==> config.mk <==
export PLATFORM = sky130hd
export DESIGN_NAME = audio_clock_regeneration_receiver
export DESIGN_NICKNAME = d
export VERILOG_FILES = /design/src/rtl/hdmi_acr_pkg.sv /design/src/rtl/acr_phase_accumulator.sv /design/src/rtl/audio_clock_regeneration_receiver.sv
export SDC_FILE = /design/constraint.sdc
export NUM_CORES = 1
export LEC_CHECK = 0
export CAP_MARGIN = 20
export CORE_MARGIN = 8
export CORE_UTILIZATION = 45
export DETAILED_ROUTE_END_ITERATION = 7
export PLACE_DENSITY = 0.78
export SYNTH_ARGS = -nofsm -noshare
export SYNTH_HDL_FRONTEND = slang
export SYNTH_SLANG_ARGS = --single-unit
==> constraint.sdc <==
create_clock -name clk_pixel -period 6.1 [get_ports clk_pixel]
set_clock_uncertainty 0.2 [all_clocks]
set_input_delay 0.61 -clock clk_pixel [delete_from_list [all_inputs] [get_ports clk_pixel]]
set_output_delay 0.61 -clock clk_pixel [all_outputs]
set_load 0.005 [all_outputs]
==> src/rtl/hdmi_acr_pkg.sv <==
// rtl/hdmi_acr_pkg.sv - shared types and constants for audio clock regeneration
package hdmi_acr_pkg;

  localparam logic [7:0] ACR_HB0 = 8'h01;

  typedef logic [19:0] n_t;
  typedef logic [19:0] cts_t;

  typedef enum logic [1:0] {IDLE, ACQUIRE, RUN} acr_state_t;

  function automatic logic [20:0] abs_diff(input cts_t a, input cts_t b);
    return (a > b) ? {1'b0, a - b} : {1'b0, b - a};
  endfunction

endpackage

==> src/rtl/acr_phase_accumulator.sv <==
// rtl/acr_phase_accumulator.sv - N/CTS phase accumulator producing the 128fs enable
module acr_phase_accumulator
  import hdmi_acr_pkg::*;
(
  input  logic clk,
  input  logic reset,
  input  n_t   n,
  input  cts_t cts,
  input  logic run,
  input  logic clear,
  output logic fire,
  output logic pulse
);

  logic [20:0] acc;
  logic [20:0] sum;

  // acc can sit above a freshly lowered CTS; it drains by one subtraction per cycle
  always_comb begin
    sum  = acc + {1'b0, n};
    fire = run && (sum >= {1'b0, cts});
  end

  always_ff @(posedge clk) begin
    if (reset || clear) begin
      acc   <= '0;
      pulse <= 1'b0;
    end else begin
      pulse <= fire;
      if (run) begin
        acc <= fire ? (sum - {1'b0, cts}) : sum;
      end
    end
  end

endmodule

==> src/rtl/audio_clock_regeneration_receiver.sv <==
// rtl/audio_clock_regeneration_receiver.sv - ACR packet decode, lock FSM and audio clock enables
module audio_clock_regeneration_receiver
  import hdmi_acr_pkg::*;
#(
  parameter int CTS_TOLERANCE  = 2,
  parameter int TIMEOUT_CYCLES = 2_000_000
) (
  input  logic             clk_pixel,
  input  logic             reset,
  input  logic             packet_valid,
  input  logic [23:0]      header,
  input  logic [3:0][55:0] sub,
  output logic [19:0]      n_value,
  output logic [19:0]      cts_value,
  output logic             locked,
  output logic             clk_audio_128_en,
  output logic             sample_en
);

  localparam int TW = $clog2(TIMEOUT_CYCLES + 1);

  acr_state_t    state;
  n_t            pkt_n;
  cts_t          pkt_cts;
  logic          accept;
  logic          same_params;
  logic          timeout_hit;
  logic          stay_run;
  logic          enter_run;
  logic          fire;
  logic [TW-1:0] idle_cnt;
  logic [TW-1:0] idle_cnt_inc;
  logic [6:0]    div;
  logic          unused_sub;

  // subpackets 1..3 repeat subpacket 0, and the upper nibbles of SB1/SB4 are reserved
  assign unused_sub = ^{sub[3:1], sub[0][7:0], sub[0][15:12], sub[0][39:36]};

  always_comb begin
    pkt_cts      = {sub[0][11:8], sub[0][23:16], sub[0][31:24]};
    pkt_n        = {sub[0][35:32], sub[0][47:40], sub[0][55:48]};
    accept       = packet_valid && (header == {16'h0000, ACR_HB0}) &&
                   (pkt_n != '0) && (pkt_cts != '0) && (pkt_n < pkt_cts);
    same_params  = (pkt_n == n_value) &&
                   (abs_diff(pkt_cts, cts_value) <= 21'(CTS_TOLERANCE));
    idle_cnt_inc = idle_cnt + TW'(1);
    timeout_hit  = !accept && (idle_cnt_inc == TW'(TIMEOUT_CYCLES));
    // pulses only on cycles that stay in RUN, so no enable escapes a lock drop
    stay_run     = (state == RUN) && !timeout_hit && !(accept && !same_params);
    enter_run    = (state == ACQUIRE) && accept && same_params;
  end

  acr_phase_accumulator u_acc (
    .clk   (clk_pixel),
    .reset (reset),
    .n     (n_value),
    .cts   (cts_value),
    .run   (stay_run),
    .clear (enter_run),
    .fire  (fire),
    .pulse (clk_audio_128_en)
  );

  always_ff @(posedge clk_pixel) begin
    if (reset) begin
      state     <= IDLE;
      n_value   <= '0;
      cts_value <= '0;
      locked    <= 1'b0;
      sample_en <= 1'b0;
      idle_cnt  <= '0;
      div       <= '0;
    end else begin
      sample_en <= fire && (div == 7'd127);
      if (enter_run) begin
        div <= '0;
      end else if (fire) begin
        div <= div + 7'd1;
      end

      if (accept) begin
        n_value   <= pkt_n;
        cts_value <= pkt_cts;
        idle_cnt  <= '0;
      end else if (timeout_hit) begin
        idle_cnt <= '0;
      end else begin
        idle_cnt <= idle_cnt_inc;
      end

      locked <= stay_run || enter_run;
      case (state)
        IDLE:    if (accept) state <= ACQUIRE;
        ACQUIRE: if (timeout_hit) state <= IDLE;
                 else if (enter_run) state <= RUN;
        RUN:     if (timeout_hit) state <= IDLE;
                 else if (accept && !same_params) state <= ACQUIRE;
        default: state <= IDLE;
      endcase
    end
  end

endmodule

==> flow_metrics.py <==
metrics = {
    "logic_synthesis": {
        "syn_nets": 1583,
        "yosys.area_share.adder": 0.145,
        "ys.flop_type": "dfxtp_1",
        "async_reset_ff_frac": 0,
        "synth.area.mux_share": 0.0181,
        "synth_compound_area_frac": 0.252,
        "ys.warnings.count": 0,
        "syn_avg_cell_area_um2": 7.54,
        "synth_top_family_by_area": "compound AO/OA/AOI/OAI gates",
        "synth_top_cell_area_share": 0.203,
        "synth_top_cell_by_area": "dfxtp_1",
        "ys_seq_area_frac": 0.203,
        "ys_seq_elements": 94,
        "synth-edff-count": 0,
        "netlist_area_um2": 9260,
        "synth_cells": 1227,
        "synth-simple-area-share": 0.243,
        "yosysUniqueCellTypes": 81,
        "synth_xor_area_frac": 0.0823,
        "yosys-top-cells-area": "dfxtp_1 (20%), ha_1 (14%), a21oi_1 (6.2%)",
    },
    "placement": {
        "gp_congestion": 0.934,
        "dp_slack_ps": 523,
        "placed_area_um2": 10500,
        "port_buffers": 109,
        "dp_hpwl_mm": 22.5,
    },
    "timing": {
        "finalSetupTns_ps": 0,
        "hold_ws_ps": 267,
        "fin_crit_sh": 0.928,
        "setup_viol": 0,
        "rsz0062_at_grt": "false",
        "finalHoldViolCount": 0,
        "fmax_mhz": 177,
        "relSlewSlack": 0.489,
        "fin_crit_ps": 5660,
        "tightest_slew_ps": 760,
        "setup_ws_ps": 438,
        "slew_viol_final": 0,
    },
    "critical_path": {
        "worstSetupEndpointType": "register",
        "arrival_ps": 5710,
        "start_kind": "register",
        "required_ps": 6150,
        "rr_endpoint": "div[0]$_SDFFE_PP0N_",
        "cp_max_fo": 11,
        "slowest_stage": "a2111oi_0",
        "regToRegStartpoint": "n_value[1]$_SDFFE_PP0P_",
        "cpPeakStageDelay_ps": 620,
        "rrSetupSlack_ps": 440,
        "crit_type": "reg -> reg",
        "path_cells": "ha_1 > a21oi_1 > o21ai_0 > a2111oi_0 > nor3b_1 > o21ai_0 > a211oi_1 > a31oi_1 > nand2_1 > ha_1 > a211o_1 > a41oi_1 > a211oi_1 > a221o_1 > or3_1 > nand2_1 > mux2_2",
        "rr_worst_depth": 17,
    },
    "cts": {
        "cts_hold_buf": 0,
        "clk_pin_slew_ps": 70,
        "clkSinkCount": 94,
        "cts_setup_buffers": 0,
        "cts_resized": 0,
        "cts_buffer_depth": 2,
        "cts_tree": "built",
        "numCtsBuffers": 9,
        "cts_max_level": 3,
        "cts_root_buffer": "clkbuf_16",
        "worst_skew_pair.late_latency_ps": 370,
    },
    "die": {
        "core_region_area_um2": 20200,
        "core.rowCount": 52,
        "start_util": 0.457,
        "die_width_um": 159,
        "ioPinCount": 294,
        "die-area_um2": 25400,
        "dieHeight_um": 159,
    },
    "routing": {
        "wl_met3_mm": 2.38,
        "drtAntennaViolNets": 0,
        "drt_iter0_drc": 682,
        "vias": 9457,
        "met2_length_mm": 12.3,
        "routed.top_layer": "met4",
        "drcViolationCount": 0,
        "wl_mm": 29.0,
        "wl_met1_mm": 13.3,
        "viasPerCell": 5.99,
        "drt-pass1-iter-count": 5,
        "wire_per_inst_um": 18.3,
    },
    "layout": {
        "antennaDiodeCount": 0,
        "fill_cells": 1906,
        "post_route_cells_drive_above_1_share": 0.0497,
        "stdcell_area_um2": 10800,
        "layout.nets": 1660,
        "syn2layout_area_growth_pct": 16.9,
    },
    "global_route": {
        "grt_pass1_wl_mm": 46.7,
        "grt_pass1_vias": 9020,
        "track_usage": 0.222,
        "grt_max_degree": 47,
        "antenna_found_initial": 0,
        "gr-total-overflow": 0,
    },
    "power": {
        "total_power_uw": 1440,
        "pwr_density_cell_nw_per_um2": 133,
        "ir_drop_v": 0.000115,
        "p_leak_uw": 0.00430,
    },
    "min_path": {
        "min-delay-start": "idle_cnt[0]$_SDFF_PP0_",
        "holdPathEnd": "idle_cnt[0]$_SDFF_PP0_",
        "hold_path_depth": 1,
        "hold_path.class": "reg -> reg",
    },
    "run_status": {
        "outcome": "finished clean",
    },
    "flow_run": {
        "maxCapViolations": 0,
    },
}
==> final cells by class <==
cell class,count,area (um^2),share of cell area
sequential,94,1880,0.174
timing repair buffer,124,1210,0.112
clock buffer,9,225,0.0208
tap,270,338,0.0312
clock inverter,7,58.8,0.00543
inverter,66,248,0.0229
multi-input combinational,1009,6860,0.634
==> metrics by stage <==
step                      std cells  utilization
final                          1579        0.535
after global routing           1579        0.535
after CTS                      1579        0.535
after detailed placement       1563        0.521
after global placement         1563        0.521
after floorplan                1227            -
==> cell families after synthesis <==
family	Yosys count
AND/OR/NAND/NOR	455
AO/OA/AOI/OAI	346
buffers and inverters	124
adder cells (fa/ha/maj)	105
flip-flops	94
XOR/XNOR	87
multiplexers	16
==> flip-flops by register name, indices dropped and copies added (netlist names), 2 cells and up <==
name	count
div	7
idle_cnt	21
cts_value	20
state	2
u_acc.acc	21
n_value	20
==> synth_stat cells, drive strengths merged (4+ instances only) <==
master / n
buf: 23
and2: 10
o41ai: 4
dfxtp: 94
o21a: 14
a31o: 6
inv: 66
or2: 6
xor2: 48
fa: 4
a21oi: 118
a31oi: 17
nand3b: 8
a211o: 7
o211ai: 13
nand4: 29
mux2: 6
o22ai: 5
and3: 10
mux2i: 10
nor3: 23
o21bai: 6
nand3: 34
and4: 6
a2111oi: 5
ha: 101
or4: 6
xnor2: 39
a21boi: 6
nand4b: 4
nor4b: 4
o21ai: 50
or3: 5
a21o: 32
a32oi: 4
nand2b: 11
clkbuf: 35
nor2: 107
nor4: 32
nand2: 140
nor2b: 12
o31ai: 5
o311a: 4
a211oi: 25
==> cell usage in the layout, fill, tap and decap left out, types with 8 or more instances in the layout <==
cell and instances:
inv_1 66, nand3_1 33, a21o_1 32, and3_1 10, nand3b_1 8, ha_1 101, o211ai_1 13, nor2b_1 12
a211oi_1 25, dfxtp_1 94, clkdlybuf4s50_1 108, nor4_1 31, buf_4 14, nand2b_1 11, o21ai_0 49, and2_1 8
nor2_1 106, xnor2_1 39, nand2_1 139, o21a_1 14, xor2_1 48, nand4_1 29, mux2i_1 10, a21oi_1 114
clkbuf_16 9, nor3_1 22, a31oi_1 16
==> worst max-delay path, delay by kind of cell (launching register included) <==
| kind | cells | cell delay (ps) |
|---|---|---|
| DFF | 1 | 460 |
| muxes | 1 | 350 |
| and+or+nand+nor | 4 | 1150 |
| adders and majority gates | 2 | 630 |
| AOI/OAI and AO/OA | 10 | 2730 |
==> routing by layer <==
layer / global-route usage / up-vias
li1: - / 4601
met1: 0.296 / 4413
met2: 0.337 / 378
met3: 0.0514 / 65
met4: 0.0922 / 0
met5: 0 / -
==> power breakdown <==
part	leakage, uW	internal (uW)	switching (uW)
clock network	0.000139	285	285
logic	0.00340	109	148
registers	0.000757	615	1.81
==> worst max-delay path by stage <==
stage	slack, ps	startpoint	end	depth (start not counted)
final	440	n_value[1]$_SDFFE_PP0P_	div[0]$_SDFFE_PP0N_	17
after CTS	500	n_value[0]$_SDFFE_PP0P_	div[0]$_SDFFE_PP0N_	21
after global routing	150	n_value[1]$_SDFFE_PP0P_	u_acc.acc[2]$_SDFFE_PP0P_	18
after floorplan	1080	n_value[0]$_SDFFE_PP0P_	u_acc.acc[10]$_SDFFE_PP0P_	23
after detailed placement	520	n_value[0]$_SDFFE_PP0P_	div[0]$_SDFFE_PP0N_	21
after global placement	590	n_value[0]$_SDFFE_PP0P_	div[0]$_SDFFE_PP0N_	21
No activity file was read; power rests on OpenSTA's default activity.
==> edit, RTL diff (same settings) <==
The 3 states of `acr_state_t` get a one-hot encoding in 3 bits.
--- a/src/rtl/hdmi_acr_pkg.sv
+++ b/src/rtl/hdmi_acr_pkg.sv
@@ -8,3 +8,3 @@
 
-  typedef enum logic [1:0] {IDLE, ACQUIRE, RUN} acr_state_t;
+  typedef enum logic [2:0] {IDLE = 3'b001, ACQUIRE = 3'b010, RUN = 3'b100} acr_state_t;
 
Behaviour: same outputs for any inputs over 4 cycles, from zero or initial values and one cycle with reset high; so few cycles prove little.
==> edit against the original RTL <==
Synthesized area fell by 1.1%. Global-route usage rose by 0.36 points. Worst setup slack improved by 0.0064 ns. Sequential cell count rose by 1. Wire length fell by 2.0%. Power rose by 0.82%. Via count fell by 3.2%. Final area fell by 0.73%. Critical endpoint is now u_acc.acc[14]. Largest power group unchanged.
==> edit: results (changes against the original RTL) <==
| Metric | Value |
|---|---|
| Layout fillers | 1887 (was 1906) |
| First-pass GRT wire length | 45.01 mm (was 46.73 mm) |
| Mapped Nets | 1544 (was 1583) |
| First-pass iteration count of the detailed router | 5 (unchanged) |
| CTS buffer count | 9 (unchanged) |
| Crit path to | u_acc.acc[14] (was div[0]) |
| Wire per inst | 18.41 um (was 18.35 um) |
| Synth Area per Inst | 7.704 um2 (was 7.543 um2) |
| DRT iter0 DRCs | 754 (was 682) |
| Area contributors post-synth | dfxtp_1, ha_1, a21oi_1 (unchanged) |
| Register area share after synthesis | 0.2078 (was 0.2033) |
| Layout cells sized above 1 | 0.03771 (was 0.04966) |
| Sw frac | 0.3014 (was 0.3012) |
| Count of input and output buffers | 109 (unchanged) |
| Top sig layer | met4 (unchanged) |
| Vias in the first global route | 8817 (was 9020) |
| Total track usage | 0.2257 (was 0.2221) |
| Hold crit path type | reg2reg (unchanged) |
| CTS Buffer Depth | 2 (unchanged) |
| Antenna Cells | 0 (unchanged) |
| Top cells by count, synth | nor2_1, a21oi_1, ha_1 (was nand2_1, a21oi_1, nor2_1) |
| Metal2 WL | 12.57 mm (was 12.26 mm) |
| Worst-path fanout max | 17 (was 11) |
| CP arrival | 5.73 ns (was 5.71 ns) |
| DR WL met3 | 2.474 mm (was 2.383 mm) |
| H-tree Lvls | 3 (unchanged) |
| Syn. warnings | 0 (unchanged) |
| Total Power | 1.455 mW (was 1.443 mW) |
| Leak pwr | 4.331 nW (was 4.297 nW) |
| Clock network latency to the later pin of the worst-skew pair | between 0.3 and 0.4 ns |
| Largest net degree at the start of global routing | 62 (was 47) |
| Post-CTS setup buffers | 0 (unchanged) |
| Drt total wl | 28.40 mm (was 28.97 mm) |
| Met1 Routed Length | 12.18 mm (was 13.34 mm) |
| R2r endpoint | u_acc.acc[2] (was div[0]) |
| # nets final | 1624 (was 1660) |
| Final GP Congestion | 0.9252 (was 0.9340) |
| Hold Path Depth | 2 (was 1) |
| R2R Setup Slk | 0.50 ns (was 0.44 ns) |
| Slew margin rel. | 0.2835 (was 0.4886) |
| Initial antenna violation count | 0 (unchanged) |
| Average vias per placed instance | 5.933 (was 5.989) |
| Synth cell types | 75 (was 81) |
| FF-to-FF path depth | 21 (was 17) |
| Main synth FF type | dfxtp_1 (unchanged) |
| Dpl hpwl | 22.21 mm (was 22.53 mm) |
| Run status | complete, no violations (unchanged) |
| Peak VDD IR | 0.1385 mV (was 0.1145 mV) |
| CP startpoint | sub[29] (was n_value[1]) |
| Post-CTS resize count | 0 (unchanged) |
## edit: cells by family after synthesis
kind of cell | count (synthesis) | synth area share
AOI/OAI and AO/OA | 345 | 0.2465
xor gates and xnor gates | 92 | 0.08804
adders and majority gates | 105 | 0.1468
buffers and inverters | 114 | 0.05044
DFF | 95 | 0.2078
muxes | 38 | 0.04156
and+or+nand+nor | 399 | 0.2189
## edit: worst min path at each step
stage / start / endpoint / slack, ns
final: div[6] / sample_en / 0.28
after global routing: div[5] / sample_en / 0.31
after CTS: div[6] / sample_en / 0.29
after detailed placement: div[6] / sample_en / 0.28
after global placement: div[6] / div[6] / 0.25
after floorplan: div[6] / div[6] / 0.24
## edit: area by class of cell
cell class,instances,area (um2),area share
multi-input combinational,979,6804,0.6333
inverter,64,240.2,0.02236
clock inverter,7,73.82,0.006871
sequential,95,1902,0.1770
timing repair buffer,119,1161,0.1081
tap,270,337.8,0.03144
clock buffer,9,225.2,0.02096
## edit: critical path, cell delays in order
cell and delay, ns:
clkdlybuf4s50_1 0.58, inv_1 0.13, ha_1 0.57, nand4_1 0.26
a211oi_1 0.45, a2111oi_4 0.16, o21ai_0 0.24, o31ai_1 0.27
a211oi_1 0.40, o21ai_0 0.16, nor2b_1 0.19, a41oi_1 0.88
nor2_1 0.27, buf_4 0.30, a211oi_1 0.23
## edit: power by group through the flow
| stage | registers [mW] | clock network [mW] | logic (mW) |
|---|---|---|---|
| 2_1_floorplan | 0.638 | 0 | 0.137 |
| 3_3_place_gp | 0.638 | 0 | 0.239 |
| 3_5_place_dp | 0.638 | 0 | 0.242 |
| 4_1_cts | 0.623 | 0.596 | 0.244 |
| 5_1_grt | 0.624 | 0.620 | 0.270 |
| 6_report | 0.623 | 0.583 | 0.249 |
## edit: stage by stage
step           cell area [um2]  hold WS [ns]  setup slack (ns)
2_1_floorplan             9153        0.2427            0.8610
3_3_place_gp             10450        0.2529            0.2931
3_5_place_dp             10450        0.2752            0.2580
4_1_cts                  10740        0.2864            0.5492
5_1_grt                  10740        0.3117           0.07528
6_report                 10740        0.2845            0.4445
## edit: layer usage
| metal | vias up | track usage |
|---|---|---|
| li1 | 4506 | - |
| met1 | 4214 | 0.2777 |
| met2 | 361 | 0.3688 |
| met3 | 74 | 0.04886 |
| met4 | 0 | 0.1055 |
| met5 | - | 0 |
